===== config.mk =====
export PLATFORM = sky130hd
export DESIGN_NAME = imem_program_loader
export DESIGN_NICKNAME = d
export VERILOG_FILES = /design/src/rtl/imem_program_loader.sv
export SDC_FILE = /design/constraint.sdc
export NUM_CORES = 1
export LEC_CHECK = 0
export ABC_AREA = 1
export CAP_MARGIN = 20
export CORE_AREA = 2 2 97 99
export DETAILED_ROUTE_END_ITERATION = 7
export DIE_AREA = 0 0 99 101
export GPL_ROUTABILITY_DRIVEN = 0
export PLACE_DENSITY = 0.74
export RECOVER_POWER = 50
export SLEW_MARGIN = 20
export SYNTH_ARGS = -nofsm -noshare
export SYNTH_HDL_FRONTEND = slang
export SYNTH_SLANG_ARGS = --single-unit

===== constraint.sdc =====
create_clock -name clk -period 2.02 [get_ports clk]
set_clock_uncertainty 0.2 [all_clocks]
set_input_delay 0.404 -clock clk [delete_from_list [all_inputs] [get_ports clk]]
set_output_delay 0.404 -clock clk [all_outputs]
set_load 0.005 [all_outputs]

===== src/rtl/imem_program_loader.sv =====
// Streams a framed program image into instruction memory as 32-bit words and
// holds the core in reset until the whole image has passed its XOR checksum.
module imem_program_loader #(
  parameter int          ADDR_W    = 8,
  parameter logic [7:0]  SYNC_BYTE = 8'hA5
) (
  input  logic              clk,
  input  logic              rst,
  input  logic              start,
  input  logic [7:0]        s_data,
  input  logic              s_valid,
  output logic              s_ready,
  output logic              imem_we,
  output logic [ADDR_W-1:0] imem_addr,
  output logic [31:0]       imem_wdata,
  output logic              cpu_rst,
  output logic              busy,
  output logic              done,
  output logic              err
);

  typedef enum logic [2:0] {
    IDLE, SYNC, CNT_H, CNT_L, LOAD, CSUM, DONE, ERR
  } state_t;

  localparam logic [16:0] MaxWords = 17'd1 << ADDR_W;

  state_t              state_q, state_d;
  logic [7:0]          cntHigh_q, cntHigh_d;
  logic [15:0]         wordCount_q, wordCount_d;
  logic [ADDR_W:0]     wordIdx_q, wordIdx_d;
  logic [1:0]          byteIdx_q, byteIdx_d;
  logic [23:0]         shift_q, shift_d;
  logic [7:0]          csum_q, csum_d;
  logic                imemWe_q, imemWe_d;
  logic [ADDR_W-1:0]   imemAddr_q, imemAddr_d;
  logic [31:0]         imemWdata_q, imemWdata_d;

  logic                accept;
  logic [16:0]         countIn;
  logic                lastWord;

  assign accept   = s_valid && s_ready;
  assign countIn  = {1'b0, cntHigh_q, s_data};
  // wordIdx_q is one bit wider than the address so a full-depth image can be counted.
  assign lastWord = (({{(16-ADDR_W){1'b0}}, wordIdx_q} + 17'd1) == {1'b0, wordCount_q});

  always_ff @(posedge clk) begin
    if (rst) begin
      state_q     <= IDLE;
      cntHigh_q   <= '0;
      wordCount_q <= '0;
      wordIdx_q   <= '0;
      byteIdx_q   <= '0;
      shift_q     <= '0;
      csum_q      <= '0;
      imemWe_q    <= 1'b0;
      imemAddr_q  <= '0;
      imemWdata_q <= '0;
    end else begin
      state_q     <= state_d;
      cntHigh_q   <= cntHigh_d;
      wordCount_q <= wordCount_d;
      wordIdx_q   <= wordIdx_d;
      byteIdx_q   <= byteIdx_d;
      shift_q     <= shift_d;
      csum_q      <= csum_d;
      imemWe_q    <= imemWe_d;
      imemAddr_q  <= imemAddr_d;
      imemWdata_q <= imemWdata_d;
    end
  end

  always_comb begin
    state_d     = state_q;
    cntHigh_d   = cntHigh_q;
    wordCount_d = wordCount_q;
    wordIdx_d   = wordIdx_q;
    byteIdx_d   = byteIdx_q;
    shift_d     = shift_q;
    csum_d      = csum_q;
    imemWe_d    = 1'b0;
    imemAddr_d  = imemAddr_q;
    imemWdata_d = imemWdata_q;

    case (state_q)
      IDLE, DONE, ERR: begin
        if (start) begin
          state_d   = SYNC;
          wordIdx_d = '0;
          byteIdx_d = '0;
          csum_d    = '0;
        end
      end
      SYNC: begin
        if (accept && (s_data == SYNC_BYTE)) state_d = CNT_H;
      end
      CNT_H: begin
        if (accept) begin
          cntHigh_d = s_data;
          state_d   = CNT_L;
        end
      end
      CNT_L: begin
        if (accept) begin
          wordCount_d = countIn[15:0];
          if (countIn == 17'd0)        state_d = CSUM;
          else if (countIn > MaxWords) state_d = ERR;
          else                         state_d = LOAD;
        end
      end
      LOAD: begin
        if (accept) begin
          csum_d = csum_q ^ s_data;
          if (byteIdx_q == 2'd3) begin
            imemWe_d    = 1'b1;
            imemAddr_d  = wordIdx_q[ADDR_W-1:0];
            imemWdata_d = {shift_q, s_data};
            wordIdx_d   = wordIdx_q + {{ADDR_W{1'b0}}, 1'b1};
            byteIdx_d   = 2'd0;
            if (lastWord) state_d = CSUM;
          end else begin
            shift_d   = {shift_q[15:0], s_data};
            byteIdx_d = byteIdx_q + 2'd1;
          end
        end
      end
      CSUM: begin
        if (accept) state_d = (s_data == csum_q) ? DONE : ERR;
      end
      default: state_d = IDLE;
    endcase
  end

  assign s_ready    = (state_q == SYNC) || (state_q == CNT_H) || (state_q == CNT_L) ||
                      (state_q == LOAD) || (state_q == CSUM);
  assign busy       = s_ready;
  assign done       = (state_q == DONE);
  assign err        = (state_q == ERR);
  assign cpu_rst    = (state_q != DONE);
  assign imem_we    = imemWe_q;
  assign imem_addr  = imemAddr_q;
  assign imem_wdata = imemWdata_q;

endmodule


# Word-level counts from Yosys, hierarchy flattened
# Cells that the tools add are included.
# Widths: inputs -> output; s select.
[op_classes]
reduce_logical = 18
bitwise_logic = 4
add_sub_neg = 3
eq_ne = 20
magnitude_cmp = 1
muxes = 24
[op_table]
columns = ["operator", "n"]
rows = [
  ["$mux 9", 3],
  ["$mux 3", 8],
  ["$pmux 3 s6", 1],
  ["$pmux 9 s2", 1],
  ["$logic_not 17->1", 1],
  ["$eq 10x16->1", 1],
  ["$gt 16x9->1 const B", 1],
  ["$mux 8", 2],
  ["$ne 2x2->1 const B", 8],
  ["$pmux 8 s2", 1],
  ["$eq 3x3->1 const B", 4],
  ["$add 9x1->10 const B", 1],
  ["$mux 2", 5],
  ["$add 9x1->9 const B", 1],
  ["$reduce_and 3->1", 3],
  ["$eq 8x8->1", 1],
  ["$eq 8x8->1 const B", 1],
  ["$reduce_and 8->1", 1],
  ["$xor 8x8->8", 1],
  ["$eq 3x2->1 const B", 2],
  ["$reduce_or 3->1", 2],
  ["$logic_or 1x1->1", 4],
  ["$pmux 2 s2", 1],
  ["$reduce_and 2->1", 2],
  ["other kinds (10)", 14],
]
[totals]
in_bits = 12
reg_bits = 111

# Logic depth before layout (Yosys ltp)
# Gate-level depths: netlist of run 1.
[logic_depth]
ltp_word = 9
ltp_mapped = 14
ltp_nobuf = 14

# Worst setup path before layout of run 1
# Ideal clock, no wire load.
[synth_timing]
path_type = "register -> register"
start = "register wordIdx_q[0]"
end = "register state_q[1]"
required_ns = 1.705
synth_period_minus_slack_ns = 1.809
slack_ns = 0.211
stages_incl_launch_ff = 13
t_arrival_ns = 1.494
cell_sequence = "dfxtp_1 ha_1 nand3_1 nor2_2 nand3_1 nand3_1 nand2_1 nor2_1 nand3_1 nand2_2 nand3_1 nand2_1 nor2_1"
[synth_between]
elab_chain_len = 4
[synth_lines]
columns = ["element", "line_no", "source"]
rows = [
  ["start: declaration", "31", "logic [ADDR_W:0] wordIdx_q, wordIdx_d;"],
  ["start signal: assignment", "64", "wordIdx_q <= wordIdx_d;"],
  ["$add 9x1->10", "46", "assign lastWord = (({{(16-ADDR_W){1'b0}}, wordIdx_q} + 17'd1) == {1'b0, wordCount_q});"],
  ["$eq 10x16->1", "46", ""],
  ["$ne 2x2->1 (no line)", "n/a", ""],
  ["$reduce_and 8->1 (no line)", "n/a", ""],
  ["end signal: assignment", "61", "state_q <= state_d;"],
  ["end: declaration", "28", "state_t state_q, state_d;"],
]
# Every way passes these cells.
# A chain may end at the register's enable or synchronous reset.

# Final worst setup path of run 1
[layout_timing]
start = "register wordIdx_q[1]"
end = "register state_q[1]"
# Same word-level chain as after synthesis.

==> flow_summary.html, run 1 <==
<table>
<tr><th>Metric</th><th>Value</th></tr>
<tr><th colspan="2">GRT</th></tr>
<tr><td>Initial antenna violation count</td><td>0</td></tr>
<tr><td>Global-route wire length before repair</td><td>20200 um</td></tr>
<tr><td>Maximum number of pins on one net before global-route repair</td><td>76</td></tr>
<tr><td>Global route overflow</td><td>0</td></tr>
<tr><td>Number of global-route vias before repair</td><td>4365</td></tr>
<tr><td>Overall global routing resource usage</td><td>25.0%</td></tr>
<tr><th colspan="2">STA</th></tr>
<tr><td>Shortest period the worst path allows</td><td>1.98 ns</td></tr>
<tr><td>Setup Total Neg Slack</td><td>0 ns</td></tr>
<tr><td>Worst Max-Slew Pin Slew</td><td>0.402 ns</td></tr>
<tr><td>RSZ-0062 raised after global routing</td><td>yes</td></tr>
<tr><td>Upper clock frequency limit</td><td>506 MHz</td></tr>
<tr><td>Post-route clock period utilization</td><td>97.8%</td></tr>
<tr><td>Number of pins exceeding their max-slew limit in the final report</td><td>0</td></tr>
<tr><td>Slew Limit Headroom</td><td>73.2%</td></tr>
<tr><td>Final Hold Viols</td><td>0</td></tr>
<tr><td>Setup violations, final</td><td>0</td></tr>
<tr><th colspan="2">Route</th></tr>
<tr><td>Via density per instance</td><td>5.31</td></tr>
<tr><td>Routed wire length</td><td>12300 um</td></tr>
<tr><td>Routed length per placed instance</td><td>14.2 um</td></tr>
<tr><td>First-pass DRT Iterations</td><td>5</td></tr>
<tr><td>Remaining DRCs</td><td>0</td></tr>
<tr><td>Residual antenna-violating net count after detailed routing</td><td>0</td></tr>
<tr><td>Violation count after the first detailed-routing iteration</td><td>259</td></tr>
<tr><td>Count of vias placed by the detailed router</td><td>4571</td></tr>
<tr><th colspan="2">Layout</th></tr>
<tr><td>Fraction of final layout cells with drive strength greater than 1</td><td>14.7%</td></tr>
<tr><td>Antenna diode count</td><td>0</td></tr>
<tr><td>Area of the multi-input gates</td><td>2180 sq um</td></tr>
<tr><td>FILL cells</td><td>749</td></tr>
<tr><td>Nets</td><td>761</td></tr>
<tr><td>Area Growth Syn to Fin</td><td>27.5%</td></tr>
<tr><td>Area used by sequential logic in the layout</td><td>2240 sq um</td></tr>
<tr><th colspan="2">Worst hold path</th></tr>
<tr><td>Path class of the lowest-slack min-delay path</td><td>flop to flop</td></tr>
<tr><td>Worst hold path stage count</td><td>2</td></tr>
<tr><th colspan="2">Clocking</th></tr>
<tr><td>Buffer type at the clock tree root</td><td>clkbuf_8</td></tr>
<tr><td>Quantity of hold-fixing buffers added after cts</td><td>0</td></tr>
<tr><td>Worst-case clock buffer depth</td><td>2</td></tr>
<tr><td>CTS buffer count</td><td>9</td></tr>
<tr><td>TritonCTS clock tree</td><td>done</td></tr>
<tr><td>Sink Count</td><td>111</td></tr>
<tr><td>Register clock-pin slew on the reported worst setup and hold paths</td><td>0.12 ns</td></tr>
<tr><td>Clock network latency to the later pin of the worst-skew pair</td><td>0.38 ns</td></tr>
<tr><td>Number of H-tree levels</td><td>3</td></tr>
<tr><th colspan="2">Critical path</th></tr>
<tr><td>Arrival time worst endpoint</td><td>2.06 ns</td></tr>
<tr><td>Critical path, cell by cell</td><td>ha_4 &gt; nand2_2 &gt; nor2_2 &gt; nand2_1 &gt; nand2_2 &gt; nor2_1 &gt; nor2_1 &gt; nand2_1 &gt; nor2_1 &gt; nand3_1 &gt; nand2_2 &gt; nand3_1 &gt; nand2_1 &gt; nor2_1</td></tr>
<tr><td>Slowest cell on crit path</td><td>dfxtp_2</td></tr>
<tr><td>Delay of the slowest critical-path stage</td><td>0.37 ns</td></tr>
<tr><td>Data required time at the worst endpoint</td><td>2.11 ns</td></tr>
<tr><td>Reg-to-reg slack, setup</td><td>0.04 ns</td></tr>
<tr><td>Classification of the worst setup path</td><td>flop to flop</td></tr>
<tr><td>Dominant cell type by count on the critical path</td><td>nor2_1</td></tr>
<tr><td>Maximum fanout along the worst path</td><td>4</td></tr>
<tr><td>Kind of start point of the critical path</td><td>flop</td></tr>
<tr><td>Capturing element type of the critical path</td><td>flop</td></tr>
<tr><td>Number of cells traversed by the worst register-to-register path</td><td>14</td></tr>
<tr><th colspan="2">Floorplanning</th></tr>
<tr><td>IO Pins</td><td>58</td></tr>
<tr><td>Die Wd</td><td>99 um</td></tr>
<tr><td>Placeable core region</td><td>8980 sq um</td></tr>
<tr><td>Die area</td><td>10000 sq um</td></tr>
<tr><td>Std-Cell Rows</td><td>35</td></tr>
<tr><td>Effective utilization at floorplan</td><td>53.0%</td></tr>
<tr><td>Die Y-Extent</td><td>101 um</td></tr>
<tr><th colspan="2">Power and ir drop</th></tr>
<tr><td>Static leakage</td><td>2.59 nW</td></tr>
<tr><td>Overall Power</td><td>0.00517 W</td></tr>
<tr><td>Power Density</td><td>851 nW/um^2</td></tr>
<tr><td>Largest voltage drop on the vdd net</td><td>579 uV</td></tr>
<tr><th colspan="2">Synthesis</th></tr>
<tr><td>Most instantiated flip-flop cell in the synthesis netlist</td><td>dfxtp_1</td></tr>
<tr><td>Flop and latch count out of synthesis</td><td>111</td></tr>
<tr><td>Number of cells produced by synthesis</td><td>655</td></tr>
<tr><td>Number of unique standard cell types used by synthesis</td><td>29</td></tr>
<tr><td>Post-synth ARST share</td><td>0%</td></tr>
<tr><td>Share of the yosys chip area belonging to registers</td><td>46.7%</td></tr>
<tr><td>Count of synthesis-stage warnings from yosys</td><td>0</td></tr>
<tr><td>Cell area after synthesis</td><td>4760 sq um</td></tr>
<tr><td>Synth Net Count</td><td>671</td></tr>
<tr><td>Synthesized area divided by synthesized cell count</td><td>7.27 sq um</td></tr>
<tr><td>EDFF count, synth</td><td>0</td></tr>
<tr><th colspan="2">Status</th></tr>
<tr><td>Outcome</td><td>finished, final reports clean</td></tr>
<tr><th colspan="2">Placed design</th></tr>
<tr><td>Port Buffer Count</td><td>57</td></tr>
<tr><td>DP HPWL</td><td>8470 um</td></tr>
<tr><th colspan="2">Flow run</th></tr>
<tr><td>Number of violations of the max-capacitance limit</td><td>0</td></tr>
</table>
[stage by stage]
stage / utilization [%] / setup slack [ns] / instance area, sq um / std cells / hold slack [ns]
finish: 67.6 / 0.0448 / 6070 / 861 / 0.249
global route: 67.6 / -0.0720 / 6070 / 861 / 0.269
CTS: 66.5 / -0.111 / 5970 / 857 / 0.253
detailed placement: 63.7 / -0.137 / 5720 / 839 / 0.235
global placement: 63.7 / -0.0842 / 5720 / 839 / 0.232
floorplan: - / 0.211 / 4760 / 655 / 0.229
[final cells by class]
cell class,count,area share [%]
timing repair buffer,111,16.8
clock inverter,7,1.20
clock buffer,9,2.04
inverter,76,4.76
multi-input combinational,435,35.9
timing repair inverter,1,0.0825
sequential,111,36.9
tap,111,2.29
[Yosys cell counts, types with 2 or more instances]
cell type | instances | area share [%]
dfxtp_1 | 111 | 47
nor2_1 | 106 | 8.4
nand2_1 | 85 | 6.7
a21oi_1 | 82 | 8.6
o21ai_0 | 79 | 8.3
inv_1 | 72 | 5.7
nand3_1 | 38 | 4.0
clkbuf_1 | 19 | 1.5
nand4_1 | 9 | 1.2
xor2_1 | 9 | 1.7
buf_2 | 8 | 0.84
nor2_2 | 6 | 0.79
ha_1 | 4 | 1.1
inv_2 | 4 | 0.32
buf_6 | 3 | 0.71
nand2_2 | 3 | 0.39
buf_4 | 2 | 0.32
nand3_2 | 2 | 0.42
nand3b_1 | 2 | 0.32
nor2_4 | 2 | 0.47
[layer usage]
metal	vias up	global-route usage, %	wire, um
li1	2296	-	-
met1	2125	31.6	5330
met2	128	41.9	6120
met3	22	4.23	510
met4	0	11.5	305
met5	-	0	0
[power by group]
group          total (W)  switching, W  internal, W
Combinational    0.00139      0.000835     0.000556
Sequential       0.00245      0.000108      0.00234
Clock            0.00133      0.000837     0.000490
[kinds of logic after synthesis]
kind of cell    count (synthesis)  synth area share (%)
buf+inv                       109                  9.44
fa+ha+maj                       4                  1.05
xor+xnor                       10                  2.00
compound gates                166                  17.9
simple gates                  255                  22.9
flops                         111                  46.7
[cells in the final DEF (no fill, tap or decap), types with 3 or more instances in the layout]
master / Yosys / layout
clkbuf_8: 0 / 9
inv_1: 72 / 69
buf_4: 2 / 44
a21oi_1: 82 / 81
ha_1: 4 / 3
dfxtp_1: 111 / 104
nand4_1: 9 / 9
dfxtp_2: 0 / 4
buf_12: 0 / 3
nand2_2: 3 / 7
nand2_1: 85 / 81
o21ai_0: 79 / 79
nand3_2: 2 / 3
inv_2: 4 / 6
nor2_4: 2 / 7
clkdlybuf4s50_1: 0 / 20
nor2_2: 6 / 3
nand3_1: 38 / 36
inv_8: 0 / 3
dlygate4sd3_1: 0 / 32
dfxtp_4: 0 / 3
nor2_1: 106 / 104
xor2_1: 9 / 9
[critical path: cells and delay by family (launching register included)]
family,cells,cell delay [ns]
AND/OR/NAND/NOR,13,1.15
flip-flops,1,0.37
adder cells (fa/ha/maj),1,0.16
[registers in the layout, indices dropped and copies added, names as in the netlist]
signal       count
byteIdx_q        2
cntHigh_q        8
csum_q           8
imem_addr        8
imem_wdata      32
imem_we          1
shift_q         24
state_q          3
wordCount_q     16
wordIdx_q        9
[what timing repair did]
action                     in CTS  in global routing
setup endpoints to repair       8                 37
gates resized for setup        15                 30
setup buffers                   2                  3
cloned                          0                  1
pin swaps                       2                  7
[worst paths after layout]
path	startpoint	endpoint
worst max-delay path	wordIdx_q[1]$_SDFFE_PP0P_	state_q[1]$_SDFFE_PP0P_
worst min-delay path	imem_wdata[13]$_SDFFE_PP0P_	imem_wdata[13]$_SDFFE_PP0P_
worst max register to register	wordIdx_q[1]$_SDFFE_PP0P_	state_q[1]$_SDFFE_PP0P_
worst min register to register	imem_wdata[13]$_SDFFE_PP0P_	imem_wdata[13]$_SDFFE_PP0P_
Note: power is estimated with default switching activity, not from simulation.
==> run 2, diff against run 1 <==
Settings changed: CAP_MARGIN 20 to default, PLACE_DENSITY 0.74 to default, PLACE_DENSITY_LB_ADDON from default to 0.3.
==> run 2 against run 1 <==
Hold slack got worse by 0.0032 ns. Final cell count decreased by 1.2%. First-iteration DRC count increased by 10%. Core utilization decreased by 0.81 points. Sequential cell count stayed put. Critical path depth decreased by 4. Clock power hardly changed. Design area shrank 1.2%. Critical path type unchanged. Critical endpoint is now shift_q[5]$_SDFFE_PP0P_. Largest cell class unchanged.
==> flow_summary.html, run 2 (same netlist as run 1, synthesis figures left out) <==
<table>
<tr><th>Metric</th><th>Value</th></tr>
<tr><th colspan="2">Layout</th></tr>
<tr><td>Flip-flop count of the largest register after layout</td><td>32</td></tr>
<tr><td>Commonest cells after routing, fill and taps aside</td><td>nor2_1 (104), dfxtp_1 (104), a21oi_1 (82)</td></tr>
<tr><td>Final cell count without fillers</td><td>851</td></tr>
<tr><td>Antenna diode count</td><td>0</td></tr>
<tr><td>Nets</td><td>751</td></tr>
<tr><td>Area Growth Syn to Fin</td><td>26.0%</td></tr>
<tr><td>Fraction of final layout cells with drive strength greater than 1</td><td>13.2%</td></tr>
<tr><th colspan="2">Critical path</th></tr>
<tr><td>Number of cells traversed by the worst register-to-register path</td><td>10</td></tr>
<tr><td>Data required time at the worst endpoint</td><td>2.10 ns</td></tr>
<tr><td>Classification of the worst setup path</td><td>flop to flop</td></tr>
<tr><td>Arrival time worst endpoint</td><td>2.04 ns</td></tr>
<tr><td>Capturing element type of the critical path</td><td>flop</td></tr>
<tr><td>Maximum fanout along the worst path</td><td>5</td></tr>
<tr><td>Kind of start point of the critical path</td><td>flop</td></tr>
<tr><th colspan="2">Power and ir drop</th></tr>
<tr><td>Largest voltage drop on the vdd net</td><td>671 uV</td></tr>
<tr><td>Power Density</td><td>837 nW/um^2</td></tr>
<tr><td>Overall Power</td><td>0.00502 W</td></tr>
<tr><td>Static leakage</td><td>2.50 nW</td></tr>
<tr><th colspan="2">Clocking</th></tr>
<tr><td>Clock network latency to the later pin of the worst-skew pair</td><td>0.37 ns</td></tr>
<tr><td>Number of H-tree levels</td><td>3</td></tr>
<tr><td>CTS buffer count</td><td>9</td></tr>
<tr><td>TritonCTS clock tree</td><td>done</td></tr>
<tr><td>Buffer type at the clock tree root</td><td>clkbuf_8</td></tr>
<tr><td>Register clock-pin slew on the reported worst setup and hold paths</td><td>0.12 ns</td></tr>
<tr><td>Quantity of hold-fixing buffers added after cts</td><td>0</td></tr>
<tr><td>Worst-case clock buffer depth</td><td>2</td></tr>
<tr><td>Sink Count</td><td>111</td></tr>
<tr><th colspan="2">STA</th></tr>
<tr><td>Post-route clock period utilization</td><td>97.1%</td></tr>
<tr><td>Final WS setup</td><td>0.0588 ns</td></tr>
<tr><td>Worst Max-Slew Pin Slew</td><td>0.394 ns</td></tr>
<tr><td>Slew Limit Headroom</td><td>73.7%</td></tr>
<tr><td>Upper clock frequency limit</td><td>510 MHz</td></tr>
<tr><td>Shortest period the worst path allows</td><td>1.96 ns</td></tr>
<tr><td>RSZ-0062 raised after global routing</td><td>yes</td></tr>
<tr><td>Number of pins exceeding their max-slew limit in the final report</td><td>0</td></tr>
<tr><td>Worst hold margin</td><td>0.246 ns</td></tr>
<tr><td>Final Hold Viols</td><td>0</td></tr>
<tr><td>Setup violations, final</td><td>0</td></tr>
<tr><th colspan="2">Placed design</th></tr>
<tr><td>Post-Place Worst Slack</td><td>-0.157 ns</td></tr>
<tr><td>DP HPWL</td><td>8040 um</td></tr>
<tr><td>Placed cell count</td><td>828</td></tr>
<tr><td>Port Buffer Count</td><td>57</td></tr>
<tr><th colspan="2">Worst hold path</th></tr>
<tr><td>Path class of the lowest-slack min-delay path</td><td>flop to flop</td></tr>
<tr><td>Worst hold path stage count</td><td>2</td></tr>
<tr><th colspan="2">Floorplanning</th></tr>
<tr><td>Die area</td><td>10000 sq um</td></tr>
<tr><td>Die Wd</td><td>99 um</td></tr>
<tr><td>IO Pins</td><td>58</td></tr>
<tr><td>Die Y-Extent</td><td>101 um</td></tr>
<tr><td>Std-Cell Rows</td><td>35</td></tr>
<tr><td>Placeable core region</td><td>8980 sq um</td></tr>
<tr><td>Effective utilization at floorplan</td><td>53.0%</td></tr>
<tr><th colspan="2">GRT</th></tr>
<tr><td>Global-route wire length before repair</td><td>19200 um</td></tr>
<tr><td>Global route overflow</td><td>0</td></tr>
<tr><td>Overall global routing resource usage</td><td>23.4%</td></tr>
<tr><td>Number of global-route vias before repair</td><td>4107</td></tr>
<tr><td>Maximum number of pins on one net before global-route repair</td><td>79</td></tr>
<tr><td>Initial antenna violation count</td><td>0</td></tr>
<tr><th colspan="2">Route</th></tr>
<tr><td>Routed wire length</td><td>12000 um</td></tr>
<tr><td>Via density per instance</td><td>5.33</td></tr>
<tr><td>Routed length per placed instance</td><td>14.2 um</td></tr>
<tr><td>Residual antenna-violating net count after detailed routing</td><td>0</td></tr>
<tr><td>Violation count after the first detailed-routing iteration</td><td>285</td></tr>
<tr><td>Count of vias placed by the detailed router</td><td>4537</td></tr>
<tr><td>Remaining DRCs</td><td>0</td></tr>
<tr><td>First-pass DRT Iterations</td><td>5</td></tr>
<tr><th colspan="2">Flow run</th></tr>
<tr><td>Number of violations of the max-capacitance limit</td><td>0</td></tr>
<tr><th colspan="2">Status</th></tr>
<tr><td>Outcome</td><td>finished, final reports clean</td></tr>
</table>
==> run 2: cell types whose count changed in the layout (fill, tap and decap cells not counted), sizes merged, moves of 2 or more <==
cell,previous run,this run
clkbuf,13,15
dlygate4sd3,32,21
clkdlybuf4s15,2,0
buf,50,38
clkdlybuf4s50,20,31
clkinvlp,2,4
==> run 2: critical path, stage by stage (launching register included) <==
cell,delay (ns)
dfxtp_4,0.38
buf_4,0.15
nor2_4,0.13
nand2_2,0.11
nor2_4,0.13
inv_1,0.10
nor2_4,0.12
buf_12,0.15
clkinvlp_2,0.19
nor2_1,0.15
nor2_1,0.06
==> run 2: layout make-up <==
class	instances	area (sq um)
flip-flops and latches	111	2240
inverters	76	289
well taps	111	139
clock buffers	9	124
multi-input cells	435	2170
repair buffers	99	940
repair inverters	3	20.0
fillers	759	2980
clock inverters	7	75.1
==> run 2: worst paths after layout <==
check | from | end | slack [ns]
max | state_q[1]$_SDFFE_PP0P_ | shift_q[5]$_SDFFE_PP0P_ | 0.06
min | imem_addr[5]$_SDFFE_PP0P_ | imem_addr[5]$_SDFFE_PP0P_ | 0.25
max reg2reg | state_q[1]$_SDFFE_PP0P_ | shift_q[5]$_SDFFE_PP0P_ | 0.06
min reg2reg | imem_addr[5]$_SDFFE_PP0P_ | imem_addr[5]$_SDFFE_PP0P_ | 0.25
==> run 2: what timing repair did <==
action / in CTS / in global routing
pin swaps: 0 / 3
gates resized for setup: 13 / 37
setup endpoints to repair: 5 / 47
gates cloned: 0 / 3
setup buffers: 2 / 2
==> run 2: power breakdown <==
group | leakage (nW) | internal (W) | total [W] | switching, W
Sequential | 0.901 | 0.00234 | 0.00245 | 0.000110
Clock | 0.102 | 0.000488 | 0.00131 | 0.000824
Combinational | 1.50 | 0.000480 | 0.00126 | 0.000777
Total | 2.50 | 0.00331 | 0.00502 | 0.00171
==> run 2: through the flow <==
stage / TNS [ns] / util, % / instance area, sq um
final: 0 / 66.8 / 6000
after global routing: -0.346 / 66.8 / 6000
after CTS: -0.0843 / 65.4 / 5870
after detailed placement: -4.36 / 62.8 / 5640
after global placement: -2.94 / 62.8 / 5640
after floorplan: 0 / - / 4760
==> run 2: layer usage <==
layer  routed length (um)  track usage [%]
met1                 5420             31.0
met2                 5770             39.0
met3                  558             4.58
met4                  294             6.32
met5                    0                0
